[src/rtl/pwm_pkg.sv]
// Shared widths, constants and the duty compare rule for the PWM peripheral.
// Latency: n/a (package). Backpressure: n/a.
package pwm_pkg;

    localparam int PWM_CNT_W = 8;
    localparam int NUM_CH    = 16;

    typedef logic [PWM_CNT_W-1:0] pwm_cnt_t;
    typedef logic [NUM_CH-1:0]    ch_mask_t;

    localparam pwm_cnt_t DUTY_FULL = 8'hFF;

    // Full-scale duty is forced high so 0xFF gives a solid level instead of 255/256.
    function automatic logic pwm_compare(input pwm_cnt_t cnt, input pwm_cnt_t duty);
        return (duty == DUTY_FULL) ? 1'b1 : (cnt < duty);
    endfunction

endpackage

[src/rtl/pwm_timebase.sv]
// Prescaler plus 8-bit period counter; flags the last step of each period.
// Latency: period_start registered, high in the first cycle with pwm_cnt==0.
// Backpressure: none, free-running.
module pwm_timebase
    import pwm_pkg::*;
#(
    parameter int PWM_DIV = 12
) (
    input  logic     clk,
    input  logic     rst,
    output pwm_cnt_t pwm_cnt,
    output logic     boundary,
    output logic     period_start
);

    localparam int DIV_W = (PWM_DIV > 1) ? $clog2(PWM_DIV) : 1;
    localparam logic [DIV_W-1:0] DIV_MAX = DIV_W'(PWM_DIV - 1);

    logic [DIV_W-1:0] div_cnt_q, div_cnt_d;
    pwm_cnt_t         pwm_cnt_q, pwm_cnt_d;
    logic             period_start_q, period_start_d;
    logic             tick;

    always_comb begin
        tick           = (div_cnt_q == DIV_MAX);
        boundary       = tick && (pwm_cnt_q == DUTY_FULL);
        div_cnt_d      = tick ? '0 : div_cnt_q + 1'b1;
        pwm_cnt_d      = tick ? pwm_cnt_q + 1'b1 : pwm_cnt_q;
        period_start_d = boundary;
    end

    always_ff @(posedge clk or posedge rst) begin
        if (rst) begin
            div_cnt_q      <= '0;
            pwm_cnt_q      <= '0;
            period_start_q <= 1'b0;
        end else begin
            div_cnt_q      <= div_cnt_d;
            pwm_cnt_q      <= pwm_cnt_d;
            period_start_q <= period_start_d;
        end
    end

    assign pwm_cnt      = pwm_cnt_q;
    assign period_start = period_start_q;

endmodule

[src/rtl/pwm_peripheral.sv]
// 16-channel in-phase PWM / static output block with period-aligned duty update.
// Latency: out registered, one clk after enable, counter or duty-shadow change.
// Backpressure: none; inputs are sampled every cycle.
module pwm_peripheral
    import pwm_pkg::*;
#(
    parameter int PWM_DIV = 12
) (
    input  logic        clk,
    input  logic        rst,
    input  logic [7:0]  en_reg_out_7_0,
    input  logic [7:0]  en_reg_out_15_8,
    input  logic [7:0]  en_reg_pwm_7_0,
    input  logic [7:0]  en_reg_pwm_15_8,
    input  logic [7:0]  pwm_duty_cycle,
    output logic [15:0] out,
    output logic        period_start
);

    pwm_cnt_t pwm_cnt;
    logic     boundary;
    pwm_cnt_t duty_shadow_q, duty_shadow_d;
    ch_mask_t out_q, out_d;
    ch_mask_t en_out, en_pwm;
    logic     pwm_level;

    pwm_timebase #(
        .PWM_DIV (PWM_DIV)
    ) u_timebase (
        .clk          (clk),
        .rst          (rst),
        .pwm_cnt      (pwm_cnt),
        .boundary     (boundary),
        .period_start (period_start)
    );

    // Duty is only captured as the counter rolls over, so a period is never cut short.
    always_comb begin
        en_out        = {en_reg_out_15_8, en_reg_out_7_0};
        en_pwm        = {en_reg_pwm_15_8, en_reg_pwm_7_0};
        duty_shadow_d = boundary ? pwm_duty_cycle : duty_shadow_q;
        pwm_level     = pwm_compare(pwm_cnt, duty_shadow_q);
        out_d         = en_out & (~en_pwm | {NUM_CH{pwm_level}});
    end

    always_ff @(posedge clk or posedge rst) begin
        if (rst) begin
            duty_shadow_q <= '0;
            out_q         <= '0;
        end else begin
            duty_shadow_q <= duty_shadow_d;
            out_q         <= out_d;
        end
    end

    assign out = out_q;

endmodule

[config.mk]
export PLATFORM = sky130hd
export DESIGN_NAME = pwm_peripheral
export DESIGN_NICKNAME = d
export VERILOG_FILES = /design/src/rtl/pwm_pkg.sv /design/src/rtl/pwm_timebase.sv /design/src/rtl/pwm_peripheral.sv
export SDC_FILE = /design/constraint.sdc
export NUM_CORES = 1
export LEC_CHECK = 0
export CAP_MARGIN = 20
export CORE_AREA = 2 2 65 67
export CTS_CLUSTER_SIZE = 30
export DETAILED_ROUTE_END_ITERATION = 10
export DIE_AREA = 0 0 67 69
export PLACE_DENSITY = 0.86
export SLEW_MARGIN = 30
export SYNTH_ARGS = -nofsm -noshare
export SYNTH_HDL_FRONTEND = slang
export SYNTH_SLANG_ARGS = --single-unit
export TNS_END_PERCENT = 20
[constraint.sdc]
create_clock -name clk -period 2.5 [get_ports clk]
set_input_delay 0.625 -clock clk [delete_from_list [all_inputs] [get_ports clk]]
set_output_delay 0.625 -clock clk [all_outputs]
set_load 0.01 [all_outputs]
==> results of run 1 <==
-- cells by family (layout without fill, tap and decap cells) --
logic type,Yosys count,count (layout),share of synthesized area
adder cells (fa/ha/maj),9,9,0.0676
AND/OR/NAND/NOR,23,23,0.0984
multiplexers,9,9,0.0609
AO/OA/AOI/OAI,25,25,0.151
buffers and inverters,10,76,0.0293
flip-flops,37,37,0.556
XOR/XNOR,7,7,0.0368
-- flip-flops by register name (all words and copies together), names as in the netlist --
name / count
duty_shadow_q: 8
out: 16
u_timebase.div_cnt_q: 4
u_timebase.period_start: 1
u_timebase.pwm_cnt: 8
-- area by class of cell --
class / count / area share
Clock buffer: 6 / 0.0341
Multi-Input combinational cell: 73 / 0.285
Clock inverter: 2 / 0.0155
Inverter: 8 / 0.0124
Timing Repair Buffer: 60 / 0.246
Tap cell: 50 / 0.0258
Sequential cell: 37 / 0.382
-- per-stage QoR --
step	power, W	hold WS, ps	worst slack [ps]
3_3_place_gp	0.000750	442	684
4_1_cts	0.00128	469	627
6_report	0.00127	465	626
2_1_floorplan	0.000654	432	746
5_1_grt	0.00132	490	513
3_5_place_dp	0.000753	459	642
-- synth_stat cells, types with 2 or more instances --
library cell	count	area share
dfrtp_1	37	0.56
a21boi_2	10	0.068
ha_1	9	0.068
mux2_2	9	0.061
inv_1	8	0.018
a21boi_0	6	0.027
xnor2_1	5	0.026
nand2_1	4	0.0090
nand4_1	4	0.015
nor2_1	4	0.0090
and3_1	2	0.0075
nand2b_1	2	0.0075
nand3_1	2	0.0060
o21ai_0	2	0.0060
xor2_1	2	0.011
-- per-layer routing --
metal / global-route usage / up-vias / part of all wire
li1: - / 548 / -
met1: 0.190 / 538 / 0.40
met2: 0.262 / 56 / 0.48
met3: 0.0881 / 4 / 0.11
met4: 0.0680 / 0 / 0.014
met5: 0 / - / 0
-- worst max-delay path, stage by stage (launching register included) --
cell and delay [ps]:
dfrtp_1 440, ha_1 320, a41o_2 280, a21oi_1 190, o32ai_2 110, buf_4 220, a21boi_0 230
-- worst max path at each step --
stage / start / endpoint / slack [ps] / depth (start not counted)
floorplan: u_timebase.pwm_cnt[5] / out[10] / 750 / 6
global placement: u_timebase.pwm_cnt[5] / out[2] / 680 / 6
detailed placement: u_timebase.pwm_cnt[5] / out[3] / 640 / 6
CTS: u_timebase.pwm_cnt[5] / out[3] / 630 / 6
global route: u_timebase.pwm_cnt[5] / out[3] / 510 / 6
finish: u_timebase.pwm_cnt[5] / out[3] / 630 / 6
-- cells in the final DEF (no fill, tap or decap), types with 2 or more instances in the layout --
cell type	instances
nand3_1	2
nand2_1	4
xor2_1	2
o21ai_0	2
a21boi_2	10
a21boi_0	6
clkdlybuf4s50_1	58
xnor2_1	5
nand2b_1	2
mux2_2	9
ha_1	9
clkbuf_8	6
buf_4	2
nand4_1	4
and3_1	2
nor2_1	4
inv_1	8
dfrtp_1	37
-- power by group --
part / internal [W] / total (W) / switching, W
sequential: 0.000611 / 0.000615 / 0.00000367
clock: 0.000324 / 0.000535 / 0.000211
combinational: 0.0000877 / 0.000125 / 0.0000374
==> metrics.csv, run 1 <==
stage;metric;value;unit
sta;worst_pin_slew;444;ps
layout;seq_area;926;um2
sta;hold_viol_final;0;
layout;antenna_cells;0;
synth;synth_warnings;0;
synth;synth_top_flop_cell;dfrtp_1;
job;drv_cap;0;
synth;synth-seq-cells;37;
setup_path;reg2reg_from;u_timebase.pwm_cnt[5];
setup_path;end_kind;flop;
die;rows;23;
drt;routed_wl;3.42;mm
synth;syn-num-nets;171;
hold_path;hp-start;u_timebase.div_cnt_q[0];
drt;drc;0;
hold_path;hold_end;u_timebase.div_cnt_q[0];
drt;vias;1146;
placed_design;io_buffer_count;58;
grt;grt_pass1_vias;1246;
die;die_h;69;um
placed_design;placedCellCount;228;
die;initial_core_util;0.426;
drt;post_drt_wl_per_cell;14.5;um
cts;htreeDepth;2;
setup_path;rr_endpoint;out[3];
sta;finalSetupTns;0;ps
layout;final_nets;236;
layout;stdcell_count;236;
die;ios;59;
synth;syn_area;0.00167;mm2
sta;maxSlewHeadroom;0.704;
grt;antenna_found_initial;0;
grt;track_usage;0.168;
die;core;0.00391;mm2
drt;drt_first_pass_iters;5;
sta;fin_crit;1870;ps
drt;first_iter_violations;18;
synth;ys_seq_area_frac;0.556;
pwr;p_leak;1.08;nW
pwr;power_density;526;mW/mm2
hold_path;hold_class;flop to flop;
setup_path;r2r_cells;6;
pwr;max-vdd-ir-drop;0.269;mV
cts;cts_sinks;37;
layout;multiInputGateArea;691;um2
die;dieArea;0.00462;mm2
sta;rsz0062_at_grt;no;
cts;numCtsBuffers;5;
setup_path;required;2700;ps
synth;syn_inst;120;
cts;clk_pin_slew;70;ps
die;fp.dieW;67;um
setup_path;reg2reg_slack;630;ps
cts;ctsHoldBuffers;0;
drt;avgViaCountPerCell;4.86;
setup_path;critPathMaxFanout;16;
sta;clock_skew;5.40;ps
setup_path;cp.arrival;2070;ps
layout;fillers;295;
drt;ant_nets;0;
placed_design;placedInstanceArea;0.00230;mm2
cts;clockBufferDepth;2;
synth;synth_cell_type_count;29;
synth;synth_edf_count;0;
sta;timing.final.crit_share;0.750;
synth;syn_area_per_cell;13.9;um2
layout;design_area;0.00242;mm2
sta;clock.fmax;534;MHz
cts;root_buffer;clkbuf_8;
cts;cts.repair.resized;0;
setup_path;critical_path_class;flop to flop;
placed_design;gp_congestion;0.767;
layout;drive_gt1_frac;0.199;
synth;ys_async_sr_fraction;1.00;
cts;cts_setup_buffers;0;
grt;grt_pass1_wl;5.70;mm
cts;clk_latency;290;ps
layout;area_growth;45.6;%
setup_path;start_kind;flop;
layout;final_core_util;0.620;
sta;report.final.slew_viol_count;0;
grt;grt_max_degree;38;
cts;cts_tree;done;
run_status;status;complete, no violations;
hold_path;hold_depth;1;
grt;overflow;0;
sta;finalSetupViolCount;0;
Power figures use the tool's default switching activity.
==> run 2: changes to the inputs <==
Clock period 2.5 ns to 1.9 ns, I/O delays scaled along.
==> run 2 against run 1 <==
Net effect: global-route usage shrank 0.15 points; sequential share of layout area shrank 0.47 points; critical endpoint is now out[9]; critical path type unchanged; cell area grew 1.2%; clock power grew 33%; die area is the same; flip-flop and latch count is the same.
==> metrics.csv, run 2 (synthesized netlist as in run 1, its figures left out) <==
stage;metric;value;unit;change
cts;root_buffer;clkbuf_8;;
layout;final_common_cell;clkdlybuf4s50_1;;
grt;grt_max_degree;38;;unchanged
sta;hold_viol_final;0;;unchanged
sta;report.final.slew_viol_count;0;;unchanged
grt;antenna_found_initial;0;;unchanged
pwr;power_density;687;mW/mm2;+31%
setup_path;timing.critical_path.slowest_cell_delay;420;ps;-20 ps
placed_design;placedCellCount;232;;+1.8%
pwr;switching_share;0.201;;+0.00398
cts;clk_pin_slew;80;ps;about the same
cts;cts_tree;done;;
placed_design;post-dp-hpwl;2.71;mm;
hold_path;hold_class;flop to flop;;
cts;cts_sinks;37;;unchanged
sta;timing.hold.ws;467;ps;+1.92 ps
setup_path;start_kind;flop;;
setup_path;cp.arrival;1960;ps;-110 ps
drt;first_iter_violations;37;;+19
cts;numCtsBuffers;5;;unchanged
sta;rsz0062_at_grt;no;;
drt;routed_wl;3.42;mm;about the same
setup_path;r2r_cells;6;;unchanged
layout;antenna_cells;0;;unchanged
die;ios;59;;unchanged
setup_path;crit_cells;6;;unchanged
die;initial_core_util;0.426;;unchanged
layout;drive_gt1_frac;0.216;;+0.0169
setup_path;worstPathCellList;ha_1 -> and4_2 -> o21ai_2 -> o32ai_2 -> buf_4 -> a21boi_2;;
grt;grt_pass1_vias;1309;;+5.1%
sta;finalSetupViolCount;0;;unchanged
pwr;p_clk_frac;0.422;;+0.002
pwr;seq_power_share;0.480;;-0.002
sta;clock.fmax;565;MHz;+5.8%
die;die_h;69;um;unchanged
layout;layout_common_cells;58 x clkdlybuf4s50_1, 37 x dfrtp_1, 10 x a21boi_2;;
layout;stdcell_count;240;;+1.7%
placed_design;io_buffer_count;58;;unchanged
setup_path;critPathSlowestCell;dfrtp_1;;
layout;fillers;311;;+5.4%
layout;final_nets;240;;+1.7%
job;drv_cap;0;;unchanged
drt;drc;0;;unchanged
pwr;power.total;0.00169;W;+32%
cts;cts.repair.resized;0;;unchanged
drt;vias;1188;;+3.7%
run_status;status;complete, no violations;;
placed_design;gp_congestion;0.793;;+3.4%
cts;htreeDepth;2;;unchanged
sta;finalSetupTns;0;ps;unchanged
cts;ctsHoldBuffers;0;;unchanged
cts;clk_latency;300;ps;about the same
pwr;switching_power;0.000339;W;+35%
setup_path;required;2090;ps;-610 ps
sta;fin_crit;1770;ps;-104 ps
hold_path;hold_depth;1;;unchanged
drt;ant_nets;0;;unchanged
drt;drt_first_pass_iters;4;;-1
cts;cts_setup_buffers;0;;unchanged
drt;post_drt_wl_per_cell;14.2;um;-1.6%
pwr;cellInternalPower;0.00135;W;+32%
pwr;p_leak;1.10;nW;+1.9%
sta;worst_pin_slew;453;ps;+8.45 ps
setup_path;critPathMaxFanout;10;;-6
die;core;0.00391;mm2;unchanged
die;dieArea;0.00462;mm2;unchanged
die;fp.dieW;67;um;unchanged
cts;clockBufferDepth;2;;unchanged
setup_path;critical_path_class;flop to flop;;
grt;grt_pass1_wl;5.62;mm;-1.5%
sta;maxSlewHeadroom;0.698;;-0.00563
layout;largest_reg_flops;16;;unchanged
layout;area_growth;47.4;%;
pwr;max-vdd-ir-drop;0.434;mV;+61%
drt;avgViaCountPerCell;4.95;;+1.9%
setup_path;path_buf_inv;1;;unchanged
setup_path;end_kind;flop;;
sta;timing.final.crit_share;0.932;;+0.182
pwr;share_comb_of_total_power;0.098;;about the same
sta;clock_skew;7.31;ps;+1.92 ps
die;rows;23;;unchanged
setup_path;cp_top_family;compound AO/OA/AOI/OAI gates;;
grt;track_usage;0.166;;-0.00146
grt;overflow;0;;unchanged
-- run 2: final cells by class --
class	instances	area (um2)	share of cell area
clock buffers	6	82.6	0.0336
clock inverters	2	37.5	0.0153
inverters	8	30.0	0.0122
multi-input cells	73	691	0.281
flip-flops and latches	37	926	0.377
well taps	50	62.6	0.0255
repair buffers	64	626	0.255
-- run 2: worst register-to-register path: stages (launching register included) --
cell and delay [ps]:
dfrtp_1 420, ha_1 340, and4_2 220, o21ai_2 60, o32ai_2 290, buf_4 260
a21boi_2 80
-- run 2: per-layer routing --
layer / vias to the layer above / track usage / share of wire
met2: 60 / 0.257 / 0.48
met1: 562 / 0.169 / 0.35
met3: 8 / 0.104 / 0.14
li1: 558 / - / -
met5: - / 0 / 0
met4: 0 / 0.0884 / 0.024
-- run 2: worst paths after layout --
path	start	end	slack, ps
max	u_timebase.pwm_cnt[6]	out[9]	130
min	u_timebase.div_cnt_q[0]	u_timebase.div_cnt_q[0]	470
max reg2reg	u_timebase.pwm_cnt[6]	out[9]	130
min reg2reg	u_timebase.div_cnt_q[0]	u_timebase.div_cnt_q[0]	470
max in group asynchronous	rst	u_timebase.div_cnt_q[3]	980
min in group asynchronous	rst	out[1]	600
-- run 2: per-stage QoR --
step	utilization	setup slack [ps]	cell area [um2]
finish	0.627	129	2450
global route	0.627	22.8	2450
CTS	0.627	118	2450
detailed placement	0.597	125	2330
global placement	0.597	180	2330
floorplan	-	146	1670
-- run 2: power by group through the flow --
stage / combinational, W / clock (W) / sequential, W
after global placement: 0.000163 / 0 / 0.000824
after floorplan: 0.0000273 / 0 / 0.000834
final: 0.000165 / 0.000711 / 0.000809
after CTS: 0.000168 / 0.000729 / 0.000809
after global routing: 0.000179 / 0.000760 / 0.000810
after detailed placement: 0.000167 / 0 / 0.000825
